===== config.mk =====
export PLATFORM = sky130hd
export DESIGN_NAME = clock_period_meter_flat
export DESIGN_NICKNAME = d
export VERILOG_FILES = /design/src/rtl/musicbox_pkg.sv /design/src/rtl/clock_period_meter_if.sv /design/src/rtl/clock_period_meter_sync.sv /design/src/rtl/clock_period_meter.sv /design/src/flat_wrapper.sv
export SDC_FILE = /design/constraint.sdc
export NUM_CORES = 1
export LEC_CHECK = 0
export ABC_AREA = 1
export CAP_MARGIN = 0
export CELL_PAD_IN_SITES_DETAIL_PLACEMENT = 2
export CELL_PAD_IN_SITES_GLOBAL_PLACEMENT = 2
export CORE_MARGIN = 2
export CORE_UTILIZATION = 30
export CTS_CLUSTER_SIZE = 28
export DETAILED_ROUTE_END_ITERATION = 10
export GPL_TIMING_DRIVEN = 0
export PLACE_DENSITY_LB_ADDON = 0.1
export SKIP_LAST_GASP = 1
export SYNTH_ARGS = -nofsm -noshare
export SYNTH_HDL_FRONTEND = slang
export SYNTH_SLANG_ARGS = --single-unit

===== constraint.sdc =====
create_clock -name inputClock -period 5.2 [get_ports inputClock]
set_input_delay 1.3 -clock inputClock [delete_from_list [all_inputs] [get_ports inputClock]]
set_output_delay 1.3 -clock inputClock [all_outputs]
set_load 0.05 [all_outputs]

===== src/rtl/musicbox_pkg.sv =====
// musicbox_pkg: shared types for the music-box tone path
package musicbox_pkg;
    typedef enum logic [1:0] {PM_IDLE, PM_ARM, PM_MEASURE, PM_HOLD} period_meter_state_t;
endpackage


===== src/rtl/clock_period_meter_if.sv =====
// clock_period_meter_if: measurement result channel with valid/ready handshake
interface clock_period_meter_if #(parameter int CountBits = 24) ();
    logic [CountBits-1:0] period_count;
    logic [CountBits-1:0] high_count;
    logic                 result_valid;
    logic                 result_ready;
    modport master (output period_count, high_count, result_valid, input result_ready);
    modport slave (input period_count, high_count, result_valid, output result_ready);
endinterface


===== src/rtl/clock_period_meter_sync.sv =====
// edge_synchronizer: multi-flop synchronizer for a slow async input with rise/fall strobes
module edge_synchronizer #(
    parameter int Stages = 2
) (
    input  logic inputClock,
    input  logic reset_n,
    input  logic async_in,
    output logic sync_out,
    output logic rise,
    output logic fall
);
    logic [Stages-1:0] sync_q, sync_d;
    logic              sync_dly_q, sync_dly_d;
    always_comb begin
        sync_d     = {sync_q[Stages-2:0], async_in};
        sync_dly_d = sync_q[Stages-1];
    end
    always_ff @(posedge inputClock or negedge reset_n) begin
        if (!reset_n) begin
            sync_q     <= '0;
            sync_dly_q <= 1'b0;
        end else begin
            sync_q     <= sync_d;
            sync_dly_q <= sync_dly_d;
        end
    end
    assign sync_out = sync_q[Stages-1];
    assign rise     = sync_out & ~sync_dly_q;
    assign fall     = ~sync_out & sync_dly_q;
endmodule


===== src/rtl/clock_period_meter.sv =====
// clock_period_meter: measures period and high time of a slow async square wave in inputClock cycles
module clock_period_meter
    import musicbox_pkg::*;
#(
    parameter int                   CountBits  = 24,
    parameter logic [CountBits-1:0] MaxCount   = 24'hFFFFFF,
    parameter int                   SyncStages = 2
) (
    input  logic                   inputClock,
    input  logic                   reset_n,
    input  logic                   measuredClock,
    input  logic                   enable,
    clock_period_meter_if.master   res,
    output logic                   timeout,
    output logic                   busy
);
    period_meter_state_t  state_q, state_d;
    logic [CountBits-1:0] cnt_q, cnt_d;
    logic [CountBits-1:0] high_cnt_q, high_cnt_d;
    logic [CountBits-1:0] period_q, period_d;
    logic [CountBits-1:0] high_q, high_d;
    logic                 high_done_q, high_done_d;
    logic                 valid_q, valid_d;
    logic                 timeout_q, timeout_d;
    logic                 sync, rise, fall;

    edge_synchronizer #(.Stages(SyncStages)) u_sync (
        .inputClock(inputClock),
        .reset_n(reset_n),
        .async_in(measuredClock),
        .sync_out(sync),
        .rise(rise),
        .fall(fall)
    );

    // cnt doubles as the timeout wait counter in ARM and as the period counter in MEASURE
    always_comb begin
        state_d     = state_q;
        cnt_d       = cnt_q;
        high_cnt_d  = high_cnt_q;
        high_done_d = high_done_q;
        period_d    = period_q;
        high_d      = high_q;
        valid_d     = valid_q;
        timeout_d   = 1'b0;
        unique case (state_q)
            PM_IDLE: begin
                cnt_d   = '0;
                state_d = enable ? PM_ARM : PM_IDLE;
            end
            PM_ARM: begin
                if (!enable) begin
                    state_d = PM_IDLE;
                end else if (rise) begin
                    state_d     = PM_MEASURE;
                    cnt_d       = CountBits'(1);
                    high_cnt_d  = '0;
                    high_done_d = 1'b0;
                end else if (cnt_q == MaxCount) begin
                    timeout_d = 1'b1;
                    period_d  = '0;
                    high_d    = '0;
                    cnt_d     = '0;
                end else begin
                    cnt_d = cnt_q + 1'b1;
                end
            end
            PM_MEASURE: begin
                if (!enable) begin
                    state_d = PM_IDLE;
                end else if (rise) begin
                    period_d = cnt_q;
                    high_d   = high_done_q ? high_cnt_q : cnt_q;
                    valid_d  = 1'b1;
                    state_d  = PM_HOLD;
                end else if (cnt_q == MaxCount) begin
                    timeout_d = 1'b1;
                    period_d  = '0;
                    high_d    = '0;
                    cnt_d     = '0;
                    state_d   = PM_ARM;
                end else begin
                    cnt_d = cnt_q + 1'b1;
                    if (fall && !high_done_q) begin
                        high_cnt_d  = cnt_q;
                        high_done_d = 1'b1;
                    end
                end
            end
            PM_HOLD: begin
                if (valid_q && res.result_ready) begin
                    valid_d = 1'b0;
                    cnt_d   = '0;
                    state_d = enable ? PM_ARM : PM_IDLE;
                end
            end
            default: state_d = PM_IDLE;
        endcase
    end

    always_ff @(posedge inputClock or negedge reset_n) begin
        if (!reset_n) begin
            state_q     <= PM_IDLE;
            cnt_q       <= '0;
            high_cnt_q  <= '0;
            high_done_q <= 1'b0;
            period_q    <= '0;
            high_q      <= '0;
            valid_q     <= 1'b0;
            timeout_q   <= 1'b0;
        end else begin
            state_q     <= state_d;
            cnt_q       <= cnt_d;
            high_cnt_q  <= high_cnt_d;
            high_done_q <= high_done_d;
            period_q    <= period_d;
            high_q      <= high_d;
            valid_q     <= valid_d;
            timeout_q   <= timeout_d;
        end
    end

    assign res.period_count = period_q;
    assign res.high_count   = high_q;
    assign res.result_valid = valid_q;
    assign timeout          = timeout_q;
    assign busy             = (state_q == PM_ARM) || (state_q == PM_MEASURE);
endmodule


===== src/flat_wrapper.sv =====
// flat-port wrapper written by rule: the top's interface ports become plain ports
module clock_period_meter_flat import musicbox_pkg::*;
#(
    parameter int                   CountBits  = 24,
    parameter logic [CountBits-1:0] MaxCount   = 24'hFFFFFF,
    parameter int                   SyncStages = 2
)
  (inputClock, reset_n, measuredClock, enable, timeout, busy, res_period_count, res_high_count, res_result_valid, res_result_ready);
  clock_period_meter_if #(.CountBits(CountBits)) res_i ();
  input  logic inputClock;
  input  logic reset_n;
  input  logic measuredClock;
  input  logic enable;
  output logic timeout;
  output logic busy;
  output wire logic [$bits(res_i.period_count)-1:0] res_period_count;
  output wire logic [$bits(res_i.high_count)-1:0] res_high_count;
  output wire logic [$bits(res_i.result_valid)-1:0] res_result_valid;
  input wire logic [$bits(res_i.result_ready)-1:0] res_result_ready;
  assign res_period_count = res_i.period_count;
  assign res_high_count = res_i.high_count;
  assign res_result_valid = res_i.result_valid;
  assign res_i.result_ready = res_result_ready;
  clock_period_meter #(.CountBits(CountBits), .MaxCount(MaxCount), .SyncStages(SyncStages)) u_core (.inputClock(inputClock), .reset_n(reset_n), .measuredClock(measuredClock), .enable(enable), .res(res_i), .timeout(timeout), .busy(busy));
endmodule

==> results.sh <==
export IMPL_p_leak_nw=3.10
export IMPL_rr_startpoint="u_core.cnt_q[0]"
export IMPL_crit_arrival_ns=2.12
export IMPL_timing_rr_end="u_core.cnt_q[17]"
export IMPL_synth_distinct_cells=28
export IMPL_p_sw_uw=726
export IMPL_cts_buffers=9
export IMPL_regArea_um2=2600
export IMPL_internal_power_mw=1.29
export IMPL_via_per_inst=4.84
export IMPL_postCtsResizedCells=0
export IMPL_start_util=0.306
export IMPL_synth_seq_cells=104
export IMPL_synthesis_nets=678
export IMPL_ir_drop_mv=0.187
export IMPL_cts_sinks=104
export IMPL_yosys_warnings=0
export IMPL_portBuffers=55
export IMPL_cts_max_level=3
export IMPL_status="complete, no violations"
export IMPL_clockRootBuffer="clkbuf_16"
export IMPL_grt_pass1_wl_um=27800
export IMPL_cts_setup_buffers=0
export IMPL_via_count=4674
export IMPL_yosys_area_share_simple=0.338
export IMPL_place_ws_ns=2.05
export IMPL_synth_compound_area_share=0.0632
export IMPL_utilization=0.372
export IMPL_io_pins=56
export IMPL_drcViolationCount=0
export IMPL_p_per_area_nw_per_um2=314
export IMPL_holdBufCountCts=0
export IMPL_gp_congestion=0.869
export IMPL_fillers=1982
export IMPL_coreArea_um2=17200
export IMPL_hp_class="reg -> reg"
export IMPL_power_mw=2.01
export IMPL_grt_ovfl_total=0
export IMPL_drtIter0Drc=168
export IMPL_synth_xor_xnor_area_share=0.00499
export IMPL_holdPathStages=0
export IMPL_path_class="reg -> out"
export IMPL_drive_above_1_share=0.0931
export IMPL_fin_skew_ns=0.00836
export IMPL_maxCapViolCount=0
export IMPL_yosysSeqAreaShare=0.494
export IMPL_worstPathMaxFanout=4
export IMPL_syn_inst=669
export IMPL_hold_viol_final=0
export IMPL_track_usage=0.196
export IMPL_crit_path_end_kind="primary output"
export IMPL_num_antenna_cells=0
export IMPL_syn_area_um2=5270
export IMPL_drtAntennaViolNets=0
export IMPL_rsz0062_at_grt="no"
export IMPL_holdPathEnd="u_core.u_sync.sync_q[1]"
export IMPL_worstMarginPinSlew_ns=0.852
export IMPL_die_x_um=136
export IMPL_grt_max_degree=62
export IMPL_synth_mux_area_frac=0
export IMPL_fp_dieH_um=136
export IMPL_area_growth_synth_to_final_pct=21.6
export IMPL_synth_top_family_by_area="simple AND/OR/NAND/NOR gates"
export IMPL_antenna_found_initial=0
export IMPL_first_pass_iters=4
export IMPL_synthAdderAreaFrac=0.00950
export IMPL_fmax_ghz=0.293
export IMPL_r2r_setup_slack_ns=3.06
export IMPL_multi_input_area_um2=2190
export IMPL_cp_start_kind="register"
export IMPL_fin_ws_ns=1.78
export IMPL_clock_latency_ns=0.36
export IMPL_routedWlPerCell_um=17.7
export IMPL_finalCritPeriodShare=0.657
export IMPL_hp_start="u_core.u_sync.sync_q[0]"
export IMPL_p_seq_frac=0.425
export IMPL_grt_pass1_vias=5041
export IMPL_synth_area_per_cell_um2=7.87
export IMPL_num_rows=48
export IMPL_dieArea_um2=18600
export IMPL_setup_violations=0
export IMPL_cp_required_ns=3.90
export IMPL_r2r_cells=11
export IMPL_switching_share=0.361
export IMPL_hpwl_um=13800
export IMPL_slew_headroom=0.429
export IMPL_route_final_wire_length_um=17100
export IMPL_clkPwrFrac=0.336
export IMPL_maxSlewViolCount=0
export IMPL_layout_nets=745
export IMPL_combPwrFrac=0.239
export IMPL_cts_tree="built"
export IMPL_clk_pin_slew_ns=0.08
export IMPL_clockBufferDepth=2
export IMPL_fin_crit_ns=3.42
state kept, by name, summed over array words and instances (netlist names):
register / count
u_core.u_sync.sync_dly_q: 1
u_core.res.high_count: 24
u_core.res.result_valid: 1
u_core.timeout: 1
u_core.cnt_q: 24
u_core.res.period_count: 24
u_core.u_sync.sync_q: 2
u_core.state_q: 2
u_core.high_cnt_q: 24
u_core.high_done_q: 1
area by class of cell:
type / count / share of cell area
tap: 225 / 0.0440
multi-input combinational: 455 / 0.342
timing repair buffer: 56 / 0.0899
inverter: 76 / 0.0445
clock inverter: 6 / 0.00820
clock buffer: 10 / 0.0357
buffer: 34 / 0.0295
sequential: 104 / 0.406
power by group through the flow:
stage | clock [mW] | combinational, mW | sequential (mW)
global placement | 0 | 0.474 | 0.871
global route | 0.726 | 0.531 | 0.860
finish | 0.676 | 0.481 | 0.856
CTS | 0.692 | 0.493 | 0.856
detailed placement | 0 | 0.491 | 0.873
floorplan | 0 | 0.281 | 0.892
worst max-delay path by stage:
stage | startpoint | end | slack [ns] | depth (start not counted)
3_3_place_gp | reset_n | u_core.cnt_q[14] | -1.40 | 1
2_1_floorplan | u_core.state_q[0] | busy | 2.82 | 3
4_1_cts | u_core.state_q[0] | busy | 1.76 | 4
3_5_place_dp | res_result_ready | u_core.cnt_q[19] | 2.05 | 9
6_report | u_core.state_q[0] | busy | 1.78 | 4
5_1_grt | u_core.state_q[0] | busy | 1.69 | 4
worst max-delay path, cell delays in order, from the launching register on:
cell	delay, ns
dfrtp_1	0.41
inv_1	0.06
ha_1	0.34
inv_1	0.12
clkdlybuf4s50_1	0.81
cell usage in the layout, fill, tap and decap left out, types with 2 or more instances in the layout:
cell type        synthesis  routed
clkdlybuf4s50_1          0      54
buf_6                    6       6
a21oi_1                  8       8
nand3_2                 11      11
clkbuf_1                14      15
nor2_4                   4       4
nand3_4                  2       2
and3_1                   3       3
nor3_1                  15      15
buf_2                   13      13
inv_1                   69      69
nand3_1                 58      58
ha_1                     4       4
o22ai_1                  3       3
xor2_1                   3       3
inv_8                    0       2
nand2_1                212     212
nand4_1                 30      30
dfrtp_1                104     104
nor2_1                  40      40
nand2_2                  5       5
o21ai_0                 51      51
clkbuf_16                0       9
inv_2                    7       7
per-stage QoR:
step           setup TNS (ns)  std cells  instance area [um^2]  hold WS [ns]
4_1_cts                     0        966                  6400         0.362
3_3_place_gp          -145.03        949                  6100         0.344
3_5_place_dp                0        950                  6120         0.337
5_1_grt                     0        966                  6400         0.373
2_1_floorplan               0        669                  5270         0.331
6_report                    0        966                  6400         0.357
kinds of logic after synthesis:
group | Yosys count
compound gates | 64
fa+ha+maj | 4
xor+xnor | 3
simple gates | 384
flops | 104
buf+inv | 110
synth_stat cells:
master / number / area, um^2
a21oi_1: 8 / 40.0
a31oi_1: 1 / 6.26
and3_1: 3 / 18.8
buf_1: 1 / 3.75
buf_2: 13 / 65.1
buf_6: 6 / 67.6
clkbuf_1: 14 / 52.6
dfrtp_1: 104 / 2600
ha_1: 4 / 50.1
inv_1: 69 / 259
inv_2: 7 / 26.3
nand2_1: 212 / 796
nand2_2: 5 / 31.3
nand3_1: 58 / 290
nand3_2: 11 / 110
nand3_4: 2 / 35.0
nand4_1: 30 / 188
nand4_2: 1 / 12.5
nor2_1: 40 / 150
nor2_2: 1 / 6.26
nor2_4: 4 / 45.0
nor3_1: 15 / 75.1
nor3_4: 1 / 16.3
nor4_1: 1 / 6.26
o21ai_0: 51 / 255
o22ai_1: 3 / 18.8
o31ai_2: 1 / 12.5
xor2_1: 3 / 26.3
per-layer routing:
layer / vias up / track usage / routed length [um]
li1: 2277 / - / -
met1: 2326 / 0.265 / 8280
met2: 58 / 0.331 / 8240
met3: 13 / 0.0222 / 387
met4: 0 / 0.0567 / 203
met5: - / 0 / 0
No activity file was read; power rests on OpenSTA's default activity.
==> patch: new RTL, same flow settings <==
`SyncStages` is set to 2 in 2 places; all go to 4.
--- a/src/rtl/clock_period_meter.sv
+++ b/src/rtl/clock_period_meter.sv
@@ -4,7 +4,7 @@
 #(
     parameter int                   CountBits  = 24,
     parameter logic [CountBits-1:0] MaxCount   = 24'hFFFFFF,
-    parameter int                   SyncStages = 2
+    parameter int                   SyncStages = 4
 ) (
     input  logic                   inputClock,
     input  logic                   reset_n,
--- a/src/flat_wrapper.sv
+++ b/src/flat_wrapper.sv
@@ -3,7 +3,7 @@
 #(
     parameter int                   CountBits  = 24,
     parameter logic [CountBits-1:0] MaxCount   = 24'hFFFFFF,
-    parameter int                   SyncStages = 2
+    parameter int                   SyncStages = 4
 )
   (inputClock, reset_n, measuredClock, enable, timeout, busy, res_period_count, res_high_count, res_result_valid, res_result_ready);
   clock_period_meter_if #(.CountBits(CountBits)) res_i ();
Behaviour: not the same (a bounded check fails within 10 cycles, from zero or initial values and one cycle with reset_n low).
==> patch against the original RTL <==
  * Die area down 2.5%
  * Critical path depth unchanged
  * Setup slack worse by 0.0017 ns
  * Area after synthesis down 2.6%
  * Sequential cell count up 2
  * Wire length down 11%
  * Register-to-register slack worse by 0.16 ns
  * Final area down 1.6%
  * Largest cell class unchanged
  * Highest routed layer unchanged
Power is not compared: it rests on default switching activity, and its combinational part moved more than twofold at a synthesized area within 25%.
==> patch: results (changes against the original RTL) <==
| Metric | Value |
|---|---|
| CTS max path bufs | 2 (unchanged) |
| Pwr/cell area | between 500 and 600 mW/mm² |
| FF-to-FF End | u_core.res.period_count[18]$_DFFE_PN0P_ |
| R2R cell count | 10 (-1) |
| Routability cong. | 0.813 (-6.4%) |
| Met2 WL | 7240 µm (-12%) |
| Clock Skew | 0.0140 ns (+0.00568 ns) |
| H-Tree Depth | 3 (unchanged) |
| Hold Path End | u_core.u_sync.sync_q[3]$_DFF_PN0_ |
| # nets final | 683 (-8.3%) |
| Initial antenna violation count | 0 (unchanged) |
| Fin cells | 898 (-7.0%) |
| Largest net degree at the start of global routing | 55 (-11%) |
| Synth async-reset ratio | 100% (unchanged) |
| Post-synthesis cell count | 607 (-9.3%) |
| Met3 Routed Length | 310 µm (-20%) |
| DRT Wirelength | 15300 µm (-11%) |
| Congestion Overflow GR | 0 (unchanged) |
| Clock share of power | between 20% and 30% |
| Post-synthesis sequential area ratio | 51.7% (+2.3 points) |
| Syn nets | 616 (-9.1%) |
| Drt first pass iters | 4 (unchanged) |
| CTS root buffer | clkbuf_16 |
| Synth Warn # | 0 (unchanged) |
| GR Util All Layers | 18.2% (-1.4 points) |
| Hold path depth | 0 (unchanged) |
| FF-to-FF setup slack | 2.90 ns (-0.16 ns) |
| Via density | 4.70 (-2.8%) |
| Worst reg2reg startpoint | u_core.state_q[0]$_DFFE_PN0P_ |
| Drt initial violations | 103 (-39%) |
| Vias in the first global route | 4769 (-5.4%) |
| Layout cells sized above 1 | 13.0% (+3.7 points) |
| CTS Buf Count | 9 (unchanged) |
| Sequential power share | ~33% |
| Placed instance area | 0.00598 mm² (-2.3%) |
| First-pass GRT wire length | 25700 µm (-7.6%) |
| Hold Crit Class | reg2reg |
| Fill cell count | 1885 (-4.9%) |
| Status | complete, no violations |
| Min-Delay Startpoint | u_core.u_sync.sync_q[2]$_DFF_PN0_ |
| CP arrival | 2.12 ns (about the same) |
| Synth area leaders | dfrtp_1, nand2_1, inv_1 |
| DP HPWL | 11600 µm (-16%) |
| Setup WS pre-CTS | 1.99 ns (-0.0622 ns) |
| Post-synthesis cell type count | 33 (+18%) |
| Top cells by count, synth | nand2_1, dfrtp_1, inv_1 |
| Highest routed layer | met4 |
| Hold slack | 0.349 ns (-0.00754 ns) |
| VDD IR max | approximately 0.23 mV |
| Placed Cells | 883 (-7.1%) |
| Clock transition at path regs | 0.06 ns (-0.02 ns) |
| M1 wire length | 7480 µm (-9.6%) |
| Sw Ratio | between 40% and 50% |
| Antenna Diode Count | 0 (unchanged) |
| Slew HR | 50.6% (+7.7 points) |
[patch: how the worst max path moves through the flow]
stage | startpoint | slack (ns) | cells after the start | to
6_report | u_core.state_q[0]$_DFFE_PN0P_ | 1.78 | 4 | busy
3_3_place_gp | reset_n | -1.48 | 1 | u_core.res.period_count[20]$_DFFE_PN0P_
3_5_place_dp | enable | 1.99 | 10 | u_core.cnt_q[16]$_DFFE_PN0P_
2_1_floorplan | u_core.state_q[0]$_DFFE_PN0P_ | 2.82 | 3 | busy
5_1_grt | u_core.state_q[0]$_DFFE_PN0P_ | 1.64 | 4 | busy
4_1_cts | u_core.state_q[0]$_DFFE_PN0P_ | 1.75 | 4 | busy
[patch: layer usage]
layer	GRT usage, %	vias to the layer above
met2	30.1	55
met5	0	-
met1	25.0	2122
met3	2.18	14
li1	-	2034
met4	5.73	0
[patch: layout make-up]
class | instances | area [µm²] | share of cell area [%]
flip-flops and latches | 106 | 2650 | 42.1
multi-input cells | 382 | 1940 | 30.8
repair buffers | 56 | 576 | 9.13
inverters | 96 | 360 | 5.72
well taps | 220 | 275 | 4.37
clock buffers | 13 | 260 | 4.13
plain buffers | 23 | 175 | 2.78
clock inverters | 2 | 60.1 | 0.953
[patch: logic make-up after synthesis]
logic type	synth area share [%]
flip-flops	51.7
AO/OA/AOI/OAI	14.6
AND/OR/NAND/NOR	21.1
buffers and inverters	10.4
adder cells (fa/ha/maj)	0.976
XOR/XNOR	1.20
[patch: critical path, cell delays in order, from the launching register on]
cell and delay (ns):
dfrtp_1 0.40, inv_1 0.06, ha_1 0.36, inv_1 0.13, clkdlybuf4s50_1 0.82
